`src/rtl/mem_arbiter.sv`:
```
// Shares the single external memory port between the IF and MEM pipeline stages.
// A data access goes out before a fetch, and every bus transaction is bounded by a watchdog.
module mem_arbiter #(
    parameter int unsigned TIMEOUT = 255
) (
    input  logic        clk,
    input  logic        reset,
    input  logic        if_req,
    input  logic [31:0] if_addr,
    output logic [31:0] if_rdata,
    input  logic        dm_req,
    input  logic        dm_we,
    input  logic [3:0]  dm_be,
    input  logic [31:0] dm_addr,
    input  logic [31:0] dm_wdata,
    output logic [31:0] dm_rdata,
    output logic        bus_req,
    output logic        bus_we,
    output logic [3:0]  bus_be,
    output logic [31:0] bus_addr,
    output logic [31:0] bus_wdata,
    input  logic [31:0] bus_rdata,
    input  logic        bus_ack,
    output logic        mem_stall,
    output logic        bus_timeout
);

    localparam logic [1:0] S_IDLE  = 2'd0;
    localparam logic [1:0] S_DATA  = 2'd1;
    localparam logic [1:0] S_INSTR = 2'd2;

    localparam logic [15:0] WD_LAST = 16'(TIMEOUT - 1);

    logic [1:0]  state;
    logic [1:0]  state_next;
    logic        dm_done;
    logic        if_done;
    logic [15:0] wd_cnt;
    logic        dm_pending;
    logic        if_pending;
    logic        busy;
    logic        wd_fire;
    logic        complete;
    logic        load_dm;
    logic        load_if;
    logic        release_bus;
    logic [31:0] read_word;

    assign dm_pending = dm_req & ~dm_done;
    assign if_pending = if_req & ~if_done;
    assign mem_stall  = dm_pending | if_pending;

    // A watchdog expiry is treated exactly like an ack that returns zero.
    assign busy      = (state == S_DATA) || (state == S_INSTR);
    assign wd_fire   = busy & ~bus_ack & (wd_cnt == WD_LAST);
    assign complete  = busy & (bus_ack | wd_fire);
    assign read_word = bus_ack ? bus_rdata : 32'h0;

    always_comb begin
        state_next = state;
        case (state)
            S_IDLE: begin
                if (dm_pending) begin
                    state_next = S_DATA;
                end else if (if_pending) begin
                    state_next = S_INSTR;
                end
            end
            S_DATA: begin
                if (complete) begin
                    state_next = if_pending ? S_INSTR : S_IDLE;
                end
            end
            S_INSTR: begin
                if (complete) begin
                    state_next = S_IDLE;
                end
            end
            default: state_next = S_IDLE;
        endcase
    end

    assign load_dm     = (state == S_IDLE) & (state_next == S_DATA);
    assign load_if     = (state != S_INSTR) & (state_next == S_INSTR);
    assign release_bus = complete & (state_next == S_IDLE);

    // Every busy state exits on completion, so a state change is also a fresh watchdog start.
    always_ff @(posedge clk or posedge reset) begin
        if (reset) begin
            state  <= S_IDLE;
            wd_cnt <= 16'h0;
        end else begin
            state <= state_next;
            if ((state_next != state) || !busy) begin
                wd_cnt <= 16'h0;
            end else if (!bus_ack) begin
                wd_cnt <= wd_cnt + 16'h1;
            end
        end
    end

    always_ff @(posedge clk or posedge reset) begin
        if (reset) begin
            bus_req   <= 1'b0;
            bus_we    <= 1'b0;
            bus_be    <= 4'h0;
            bus_addr  <= 32'h0;
            bus_wdata <= 32'h0;
        end else if (load_dm) begin
            bus_req   <= 1'b1;
            bus_we    <= dm_we;
            bus_be    <= dm_be;
            bus_addr  <= dm_addr;
            bus_wdata <= dm_wdata;
        end else if (load_if) begin
            bus_req   <= 1'b1;
            bus_we    <= 1'b0;
            bus_be    <= 4'hF;
            bus_addr  <= if_addr;
            bus_wdata <= 32'h0;
        end else if (release_bus) begin
            bus_req   <= 1'b0;
        end
    end

    // Clearing when the pipeline advances wins over marking a request served.
    always_ff @(posedge clk or posedge reset) begin
        if (reset) begin
            dm_done <= 1'b0;
            if_done <= 1'b0;
        end else if (!mem_stall) begin
            dm_done <= 1'b0;
            if_done <= 1'b0;
        end else begin
            if (complete && (state == S_DATA)) begin
                dm_done <= 1'b1;
            end
            if (complete && (state == S_INSTR)) begin
                if_done <= 1'b1;
            end
        end
    end

    always_ff @(posedge clk or posedge reset) begin
        if (reset) begin
            dm_rdata    <= 32'h0;
            if_rdata    <= 32'h0;
            bus_timeout <= 1'b0;
        end else begin
            bus_timeout <= wd_fire;
            if (complete && (state == S_DATA) && !dm_we) begin
                dm_rdata <= read_word;
            end
            if (complete && (state == S_INSTR)) begin
                if_rdata <= read_word;
            end
        end
    end

endmodule

```
`config.mk`:
```
export PLATFORM = sky130hd
export DESIGN_NAME = mem_arbiter
export DESIGN_NICKNAME = d
export VERILOG_FILES = /design/src/rtl/mem_arbiter.sv
export SDC_FILE = /design/constraint.sdc
export NUM_CORES = 1
export LEC_CHECK = 0
export BUFFER_PORTS_ARGS = -buffer_cell sky130_fd_sc_hd__buf_2
export CORE_ASPECT_RATIO = 2
export CORE_MARGIN = 4
export CORE_UTILIZATION = 32
export CTS_BUF_LIST = sky130_fd_sc_hd__clkbuf_4
export DETAILED_ROUTE_END_ITERATION = 12
export PLACE_DENSITY_LB_ADDON = 0.2
export SYNTH_ARGS = -nofsm -noshare
export SYNTH_HDL_FRONTEND = slang
export SYNTH_SLANG_ARGS = --single-unit
```
`constraint.sdc`:
```
create_clock -name clk -period 6.55 [get_ports clk]
set_clock_uncertainty 0.05 [all_clocks]
set_input_delay 1.31 -clock clk [delete_from_list [all_inputs] [get_ports clk]]
set_output_delay 1.31 -clock clk [all_outputs]
set_load 0.02 [all_outputs]
```
==> results.ini <==
[status]
status = finished, final reports clean

[cts]
cts.htree.levels = 4
ctsHoldBuffers = 0
cts_inserted_buffers = 17
clk_root_buffer_cell = clkbuf_4
cts_tree = built
clk_pin_slew_worst_paths_ns = 0.15
clkSinkCount = 155
clockBufferDepth = 2
insertion_delay_ns = 0.56
cts-resized-gates = 0
post_cts_buffers = 0

[synth]
ys.flop_type = dfrtp_1
synth_async_sr_flop_share = 1.00
synth_edf_count = 0
yosys_warnings = 0
avgSynthCellArea_um2 = 10.8
seq_area_frac_synth = 0.587
syn_nets = 755
synth.distinct_cells = 48
syn_area_um2 = 6610
ys_ff_latch = 155
syn_inst = 611

[timing]
final.period_utilization = 0.564
setup_viol = 0
hold_viol = 0
tns_ns = 0
period_needed_ns = 3.70
slew_headroom = 0.292
slew_viol_final = 0
clock.fmax_ghz = 0.270
rsz0062_at_grt = no
worst_pin_slew_ns = 1.06

[die]
die_h_um = 211
num_rows = 74
core_area_um2 = 20400
die_w_um = 110
die_area_um2 = 23200
num_io_pins = 274
initial_core_util = 0.325

[routing]
highest_layer = met4
ant_nets = 0
dr.pass1.iters = 4
detail_route.wl_per_cell_um = 16.3
drtIter0Drc = 166
dr_wl_met2_mm = 10.1
met3_length_mm = 1.31
wl_mm = 18.8
drt-met1-wl_mm = 7.08
viasPerCell = 4.69
drc = 0
vias = 5411

[placement]
dpl.hpwl_mm = 13.6
place_area_um2 = 8180
port_buffers = 273
place.gp.congestion = 0.803

[worst_setup_path]
critPathTopFamily = buffers and inverters
cp_slowest_cell = and2_2
worst_ep_required_time_ns = 6.98
path_max_fanout = 37
crit_path_start_kind = register
r2r_cells = 10
crit_buf_inv = 3
path_class = reg2reg
r2r_end = bus_wdata[15]
critical-path-max-stage-delay_ns = 0.54
cp.arrival_ns = 4.13
path_cells = inv_1, ha_1, and4bb_1, a41oi_4, o21ai_1, a211oi_4, buf_4, and2_2, buf_4, a22o_1
regToRegSetupSlack_ns = 2.85
cp-end-kind = register
r2r-start = state[0]
crit_top_cell = buf_4

[cells_and_area]
nets = 1017
area_growth_pct = 28.3
final_common_cell = buf_2
drive_gt1_frac = 0.369
final_design_area_no_fill_um2 = 8480
most-common-layout-cells = 273 x buf_2, 155 x dfrtp_1, 107 x nand2_1
fillers = 2111

[global_routing]
grt_pass1_wl_mm = 29.3
antenna_found_initial = 1
grt_pass1_vias = 5577
grt_overflow = 0
grt_start_max_net_pins = 104
grt_util_all_layers = 0.163

[power_and_ir_drop]
p_per_area_nw_per_um2 = 493
vdd_drop_max_uv = 218
leakage_nw = 4.51

[worst_hold_path]
hp-class = reg2reg
hold_path_startpoint = if_rdata[21]
min_path_cells = 2
hold_end = if_rdata[21]

[run]
cap_violations = 0

[metal layers]
| layer | GRT usage | up-vias |
|---|---|---|
| met5 | 0 | - |
| met4 | 0.0611 | 0 |
| met3 | 0.0500 | 19 |
| met2 | 0.292 | 187 |
| met1 | 0.176 | 2545 |
| li1 | - | 2660 |
[layout make-up]
| type | count | area, um2 | area share |
|---|---|---|---|
| Timing Repair Buffer | 281 | 1430 | 0.168 |
| Antenna cell | 1 | 2.50 | 0.000295 |
| Multi-Input combinational cell | 405 | 2490 | 0.293 |
| Inverter | 13 | 53.8 | 0.00634 |
| Tap cell | 266 | 333 | 0.0392 |
| Clock inverter | 14 | 168 | 0.0198 |
| Sequential cell | 155 | 3880 | 0.457 |
| Clock buffer | 18 | 135 | 0.0159 |
[sequential cells by signal, summed over array words and instances (netlist names)]
register,cells
dm_done,1
bus_we,1
wd_cnt,16
state,2
dm_rdata,32
if_done,1
bus_req,1
bus_be,4
bus_wdata,32
bus_timeout,1
bus_addr,32
if_rdata,32
[worst max-delay path by stage]
stage / startpoint / endpoint / slack (ns) / cells after the start
3_3_place_gp: bus_ack / bus_wdata[11] / 2.32 / 8
6_report: state[0] / bus_wdata[15] / 2.85 / 10
2_1_floorplan: reset / bus_addr[0] / 1.01 / 1
5_1_grt: state[0] / bus_wdata[15] / 2.60 / 10
4_1_cts: state[0] / bus_wdata[15] / 2.78 / 10
3_5_place_dp: bus_ack / bus_wdata[15] / 2.29 / 8
[logic make-up after synthesis]
logic type                 Yosys count  synth area share
AOI/OAI and AO/OA                  154             0.150
xor gates and xnor gates            16            0.0223
DFF                                155             0.587
adders and majority gates            6            0.0114
and+or+nand+nor                    195             0.139
muxes                               34            0.0522
buffers and inverters               51            0.0392
[report_power, final]
group / total, mW / switching, mW / internal, mW
Combinational: 2.06 / 1.34 / 0.713
Clock: 0.622 / 0.352 / 0.270
Sequential: 1.51 / 0.189 / 1.32
[metrics by stage]
step	hold WS (ns)	std cells	worst slack [ns]	power [mW]	utilization
after floorplan	0.466	611	1.01	2.97	-
after global placement	0.408	1120	2.32	3.60	0.402
after detailed placement	0.415	1120	2.29	3.63	0.402
after CTS	0.445	1152	2.78	4.27	0.416
after global routing	0.469	1153	2.60	4.51	0.417
final	0.437	1153	2.85	4.19	0.417
[worst min-delay path, cell delays in order (launching register included)]
cell     delay (ns)
dfrtp_1        0.36
nand2_1        0.04
o21ai_0        0.06
[Yosys cell counts, drive strengths merged, types with 2 or more instances]
cell / number / area [um2]
and3: 3 / 18.8
a2bb2oi: 4 / 35.0
and4: 3 / 26.3
ha: 6 / 75.1
inv: 13 / 48.8
nand2: 108 / 405
a21oi: 4 / 23.8
nand2b: 3 / 18.8
nor2: 7 / 28.8
a211oi: 2 / 27.5
a22o: 33 / 289
nand3: 37 / 185
nand4: 3 / 18.8
o21ai: 101 / 505
nor2b: 4 / 27.5
o211ai: 3 / 22.5
clkbuf: 25 / 93.8
dfrtp: 155 / 3880
xnor2: 6 / 60.1
and2: 2 / 12.5
and4bb: 2 / 25.0
xor2: 10 / 87.6
mux2i: 33 / 334
nand3b: 2 / 15.0
nor3: 16 / 80.1
buf: 13 / 116
Note: power is estimated with default switching activity, not from simulation.
